--- src/rtl/uart_tx_byte_feeder.sv ---
// uart_tx_byte_feeder: host write FIFO that feeds one byte at a time to a
// downstream 8N1 byte transmitter using its start/busy/done handshake.
module uart_tx_byte_feeder #(
  parameter int unsigned DEPTH_LOG2 = 4
) (
  input  logic                  i_clk,
  input  logic                  i_rst,
  input  logic [7:0]            i_wrData,
  input  logic                  i_wrEn,
  input  logic                  i_flush,
  output logic                  o_full,
  output logic                  o_empty,
  output logic [DEPTH_LOG2:0]   o_level,
  output logic                  o_overflow,
  output logic [7:0]            o_txData,
  output logic                  o_txStart,
  input  logic                  i_txBusy,
  input  logic                  i_txDone
);

  localparam int unsigned DEPTH = 1 << DEPTH_LOG2;
  localparam int unsigned PW    = DEPTH_LOG2;
  localparam int unsigned CW    = DEPTH_LOG2 + 1;

  typedef enum logic [1:0] {
    ST_IDLE,
    ST_START,
    ST_WAIT_BUSY,
    ST_WAIT_DONE
  } state_e;

  state_e          state_q, state_d;
  logic [7:0]      mem_q [DEPTH];
  logic [PW-1:0]   rd_q, rd_d;
  logic [PW-1:0]   wr_q, wr_d;
  logic [CW-1:0]   count_q, count_d;
  logic            overflow_q, overflow_d;
  logic [7:0]      tx_data_q, tx_data_d;
  logic            tx_start_q, tx_start_d;
  logic            full_c, empty_c, wr_accept_c, pop_c;

  // Flags decode the registered count only, so a same-cycle write is never
  // visible to the pop logic.
  assign full_c      = (count_q == CW'(DEPTH));
  assign empty_c     = (count_q == '0);
  assign wr_accept_c = i_wrEn & ~full_c & ~i_flush;

  // Handshake FSM: pop and start pulse on IDLE->START, then track busy/done.
  always_comb begin
    state_d    = state_q;
    tx_start_d = 1'b0;
    tx_data_d  = tx_data_q;
    pop_c      = 1'b0;
    case (state_q)
      ST_IDLE: begin
        if (!empty_c && !i_txBusy && !i_flush) begin
          pop_c      = 1'b1;
          tx_start_d = 1'b1;
          tx_data_d  = mem_q[rd_q];
          state_d    = ST_START;
        end
      end
      ST_START:     state_d = ST_WAIT_BUSY;
      ST_WAIT_BUSY: if (i_txBusy) state_d = ST_WAIT_DONE;
      ST_WAIT_DONE: if (i_txDone) state_d = ST_IDLE;
      default:      state_d = ST_IDLE;
    endcase
  end

  // FIFO pointer/count/overflow next state; flush overrides everything.
  always_comb begin
    rd_d       = rd_q;
    wr_d       = wr_q;
    count_d    = count_q;
    overflow_d = overflow_q;
    if (i_flush) begin
      rd_d       = '0;
      wr_d       = '0;
      count_d    = '0;
      overflow_d = 1'b0;
    end else begin
      if (i_wrEn && full_c) overflow_d = 1'b1;
      if (wr_accept_c)      wr_d = wr_q + PW'(1);
      if (pop_c)            rd_d = rd_q + PW'(1);
      case ({wr_accept_c, pop_c})
        2'b10:   count_d = count_q + CW'(1);
        2'b01:   count_d = count_q - CW'(1);
        default: count_d = count_q;
      endcase
    end
  end

  // State, pointer and output registers.
  always_ff @(posedge i_clk or posedge i_rst) begin
    if (i_rst) begin
      state_q    <= ST_IDLE;
      rd_q       <= '0;
      wr_q       <= '0;
      count_q    <= '0;
      overflow_q <= 1'b0;
      tx_data_q  <= 8'h00;
      tx_start_q <= 1'b0;
    end else begin
      state_q    <= state_d;
      rd_q       <= rd_d;
      wr_q       <= wr_d;
      count_q    <= count_d;
      overflow_q <= overflow_d;
      tx_data_q  <= tx_data_d;
      tx_start_q <= tx_start_d;
    end
  end

  // Storage array; contents are don't-care until written so it has no reset.
  always_ff @(posedge i_clk) begin
    if (wr_accept_c) mem_q[wr_q] <= i_wrData;
  end

  assign o_full     = full_c;
  assign o_empty    = empty_c;
  assign o_level    = count_q;
  assign o_overflow = overflow_q;
  assign o_txData   = tx_data_q;
  assign o_txStart  = tx_start_q;

endmodule
--- config.mk ---
export PLATFORM = sky130hd
export DESIGN_NAME = uart_tx_byte_feeder
export DESIGN_NICKNAME = d
export VERILOG_FILES = /design/src/rtl/uart_tx_byte_feeder.sv
export SDC_FILE = /design/constraint.sdc
export NUM_CORES = 1
export LEC_CHECK = 0
export ABC_AREA = 1
export ABC_CLOCK_PERIOD_IN_PS = 2100
export BUFFER_PORTS_ARGS = -buffer_cell sky130_fd_sc_hd__clkbuf_2
export CORE_UTILIZATION = 31
export DETAILED_ROUTE_END_ITERATION = 6
export HOLD_SLACK_MARGIN = 0.1
export PLACE_DENSITY_LB_ADDON = 0.2
export SYNTH_ARGS = -nofsm -noshare
export SYNTH_HDL_FRONTEND = slang
export SYNTH_SLANG_ARGS = --single-unit
--- constraint.sdc ---
create_clock -name i_clk -period 2.1 [get_ports i_clk]
set_clock_uncertainty 0.15 [all_clocks]
set_input_delay 0.21 -clock i_clk [delete_from_list [all_inputs] [get_ports i_clk]]
set_output_delay 0.21 -clock i_clk [all_outputs]
set_load 0.02 [all_outputs]
==> impl_results.md <==
- Slew Limit Headroom: 70.52%
- Vias in the first global route: 4,078
- Core area: 20,430 um2
- First-pass GRT wire length: 24,070 um
- Largest net degree at the start of global routing: 68
- Flops & latches, synth: 153
- Logic pwr share: 24.8%
- Hold path start: i_wrData[3]
- Row cnt: 52
- Maximum buffer depth of the clock tree: 2
- DR iter-0 viols: 284
- Primary FF master, synth: edfxtp_1
- Period utilization: 97.21%
- GP Congestion: 0.7556
- Fin. max-slew vios: 0
- Area contributors post-synth: edfxtp_1 (59%), dfrtp_1 (9.6%), nand2_1 (3.6%), nor2_1 (3.6%), mux2i_1 (3.4%)
- Mapped cell area: 6533 um2
- Sequential group share of total power: 41.1%
- RSZ-0062 raised after global routing: true
- Lkg Pwr: 2.906 nW
- P&R area growth vs syn: 21.82%
- Initial Utilization: 31.98%
- Worst-margin pin slew: 441.7 ps
- Net switching power: 2.700 mW
- CTS clk-pin slew, worst paths: 60 ps
- Cell variety after synth: 37
- GRT Total Usage: 15.21%
- Worst hold path type: primary input to flip-flop
- Post-Syn Area per Cell: 12.71 um2
- Total power: 8.719 mW
- Syn nets: 539
- Number of fill cells: 1,966
- Max Cap Viol: 0
- Critical Path RT: 2080 ps
- Ys async rst share: 16.34%
- Drt wl/cell: 18.19 um
- Clk pwr share: 34.1%
- Status: completed
- Share of the synthesized area in the top cell type: 58.84%
- Synth top cells by count: edfxtp_1 (128), nand2_1 (62), nor2_1 (62)
- Largest area contributor in the netlist: edfxtp_1
- Clock insertion delay at the later pin of the skew report: 420 ps
- Count leader, synth: edfxtp_1
- Kind of critical path: flip-flop to flip-flop
- Antenna violations before repair: 0
- Number of I/O pins: 31
- Port Buf Inserts: 30
- Crit path arrival time: 2020 ps
- Antenna diodes: 0
- Fmax: 489.9 MHz
- Net Sw Frac: 30.97%
- DR vias/cell: 4.878
- Synthesis Warnings: 0
- Share of cells above drive strength 1: 23.24%
- Drt drc: 0
- Placed cell count: 822
- Post-Synthesis Cells: 514
- Worst r2r src: o_level[2]$_DFFE_PP0P_
- Final wirelength: 15,790 um
- Grt total ovfl: 0
- Crit path largest cell delay: 400 ps
- Die H: 147.2 um
- Detail Placement HPWL: 9968 um
- TritonCTS buffer count: 17
- DRT antenna net count: 0
- Via count: 4,234
- Maximum vdd drop: 588.7 uV
- Cell at the root of the clock tree: clkbuf_16
- DRT Pass-1 Iters: 5
- Fin. Hold Viols: 0
- Setup violations, final: 0
- Worst setup EP type: flip-flop
- Post-layout nets: 610
- H-Tree Level Count: 4
- CP max stage cell: dfrtp_1
- Non-Filler Instances: 868
- Die ar.: 21,660 um2
- Sequential fraction of the synthesis area: 68.42%
- Cell-internal power: 6.019 mW
- Clk sink count: 153
- Pwr dens: 1096 nW/um2
- CP startpoint kind: flip-flop
- Tmin final: 2041 ps
- CP Launch Point: o_level[2]$_DFFE_PP0P_
- Crit-path cells: nor2_4 > buf_6 > nand3_4 > nand3_4 > buf_4 > inv_1 > nand2_1 > nor2_1 > buf_6
- Cell family with most CP delay: simple AND/OR/NAND/NOR gates
- TritonCTS clock tree: yes
- Die Width: 147.2 um
- EDFF count, synth: 128
- CP Buf/Inv Count: 4
- Crit Path Max Fanout: 8
==> placed cells by master (no fill, tap or decap), types with 4 or more instances in the layout <==
cell type	synthesis	final
a21oi_1	5	5
buf_4	3	38
clkbuf_2	0	29
clkinv_1	2	5
nand3_4	2	4
o221ai_1	22	22
nor2_1	62	61
mux2i_1	22	22
o32ai_1	10	10
dfrtp_2	0	4
inv_1	27	21
dfrtp_1	25	21
o211ai_1	10	10
o21ai_0	44	44
nor2_4	2	4
edfxtp_1	128	128
nor3_1	14	13
dlygate4sd3_1	0	6
nand2_2	3	5
inv_2	4	9
ha_1	11	9
nand3_1	17	16
clkbuf_16	0	17
nand2_1	62	59
==> routing by layer <==
| metal | track usage [%] | share of wire, % |
|---|---|---|
| met2 | 22.85 | 46 |
| met3 | 4.193 | 5.5 |
| met4 | 4.021 | 0.67 |
| met5 | 0 | 0 |
| met1 | 21.53 | 47 |
==> kinds of logic (layout without fill, tap and decap cells) <==
group                    after synthesis  in the layout  share of synthesized area, %
AO/OA/AOI/OAI                         97             97                         9.921
buffers and inverters                 59            143                         3.965
adder cells (fa/ha/maj)               11             11                         2.107
flip-flops                           153            153                         68.42
AND/OR/NAND/NOR                      171            171                         12.09
XOR/XNOR                               1              1                        0.1341
multiplexers                          22             22                         3.371
==> timing repair <==
item,in CTS,in global routing
endpoints found under the setup margin,1,10
gates cloned,0,0
hold buffers,5,1
setup buffers,0,9
gates resized for setup,1,24
hold endpoints to repair,37,1
pin swaps,0,10
==> final cells by class <==
| class | instances | area, um2 | share of cell area [%] |
|---|---|---|---|
| flip-flops and latches | 153 | 4474 | 56.23 |
| multi-input cells | 302 | 1879 | 23.62 |
| repair buffers | 78 | 564.3 | 7.091 |
| clock buffers | 18 | 429.2 | 5.393 |
| well taps | 270 | 337.8 | 4.245 |
| clock inverters | 14 | 146.4 | 1.840 |
| inverters | 33 | 126.4 | 1.588 |
==> power groups by stage <==
| stage | sequential (mW) | clock [mW] | combinational, mW |
|---|---|---|---|
| 2_1_floorplan | 3.76 | 0 | 1.19 |
| 3_3_place_gp | 3.63 | 0 | 1.94 |
| 3_5_place_dp | 3.63 | 0 | 1.97 |
| 4_1_cts | 3.58 | 3.05 | 1.99 |
| 5_1_grt | 3.60 | 3.15 | 2.39 |
| 6_report | 3.58 | 2.97 | 2.17 |
==> worst paths after layout <==
check	cells past startpoint	to	slack (ps)
worst max-delay path	9	mem_q[4][6]$_DFFE_PP_	60
worst min-delay path	1	mem_q[13][3]$_DFFE_PP_	120
worst max register to register	9	mem_q[4][6]$_DFFE_PP_	60
worst min register to register	2	o_txData[7]$_DFFE_PP0P_	340
max in group asynchronous	4	o_level[3]$_DFFE_PP0P_	1310
min in group asynchronous	4	o_txData[4]$_DFFE_PP0P_	220
==> registers in the layout (all words and copies together) (netlist names) <==
register	count
o_txStart	1
wr_q	4
o_txData	8
o_overflow	1
state_q	2
o_level	5
rd_q	4
mem_q	128
==> through the flow <==
step / setup TNS (ps) / utilization [%] / instance area, um2 / setup WS (ps) / hold slack, ps
CTS: 0 / 38.17 / 7799 / 12.67 / 118.8
detailed placement: 0 / 35.11 / 7173 / 14.36 / 117.9
finish: 0 / 38.95 / 7958 / 58.60 / 124.4
global route: -126.8 / 38.95 / 7958 / -54.23 / 141.5
global placement: 0 / 35.11 / 7173 / 78.53 / 109.2
floorplan: 0 / - / 6538 / 7.896 / 87.32
Note: power is estimated with default switching activity, not from simulation.
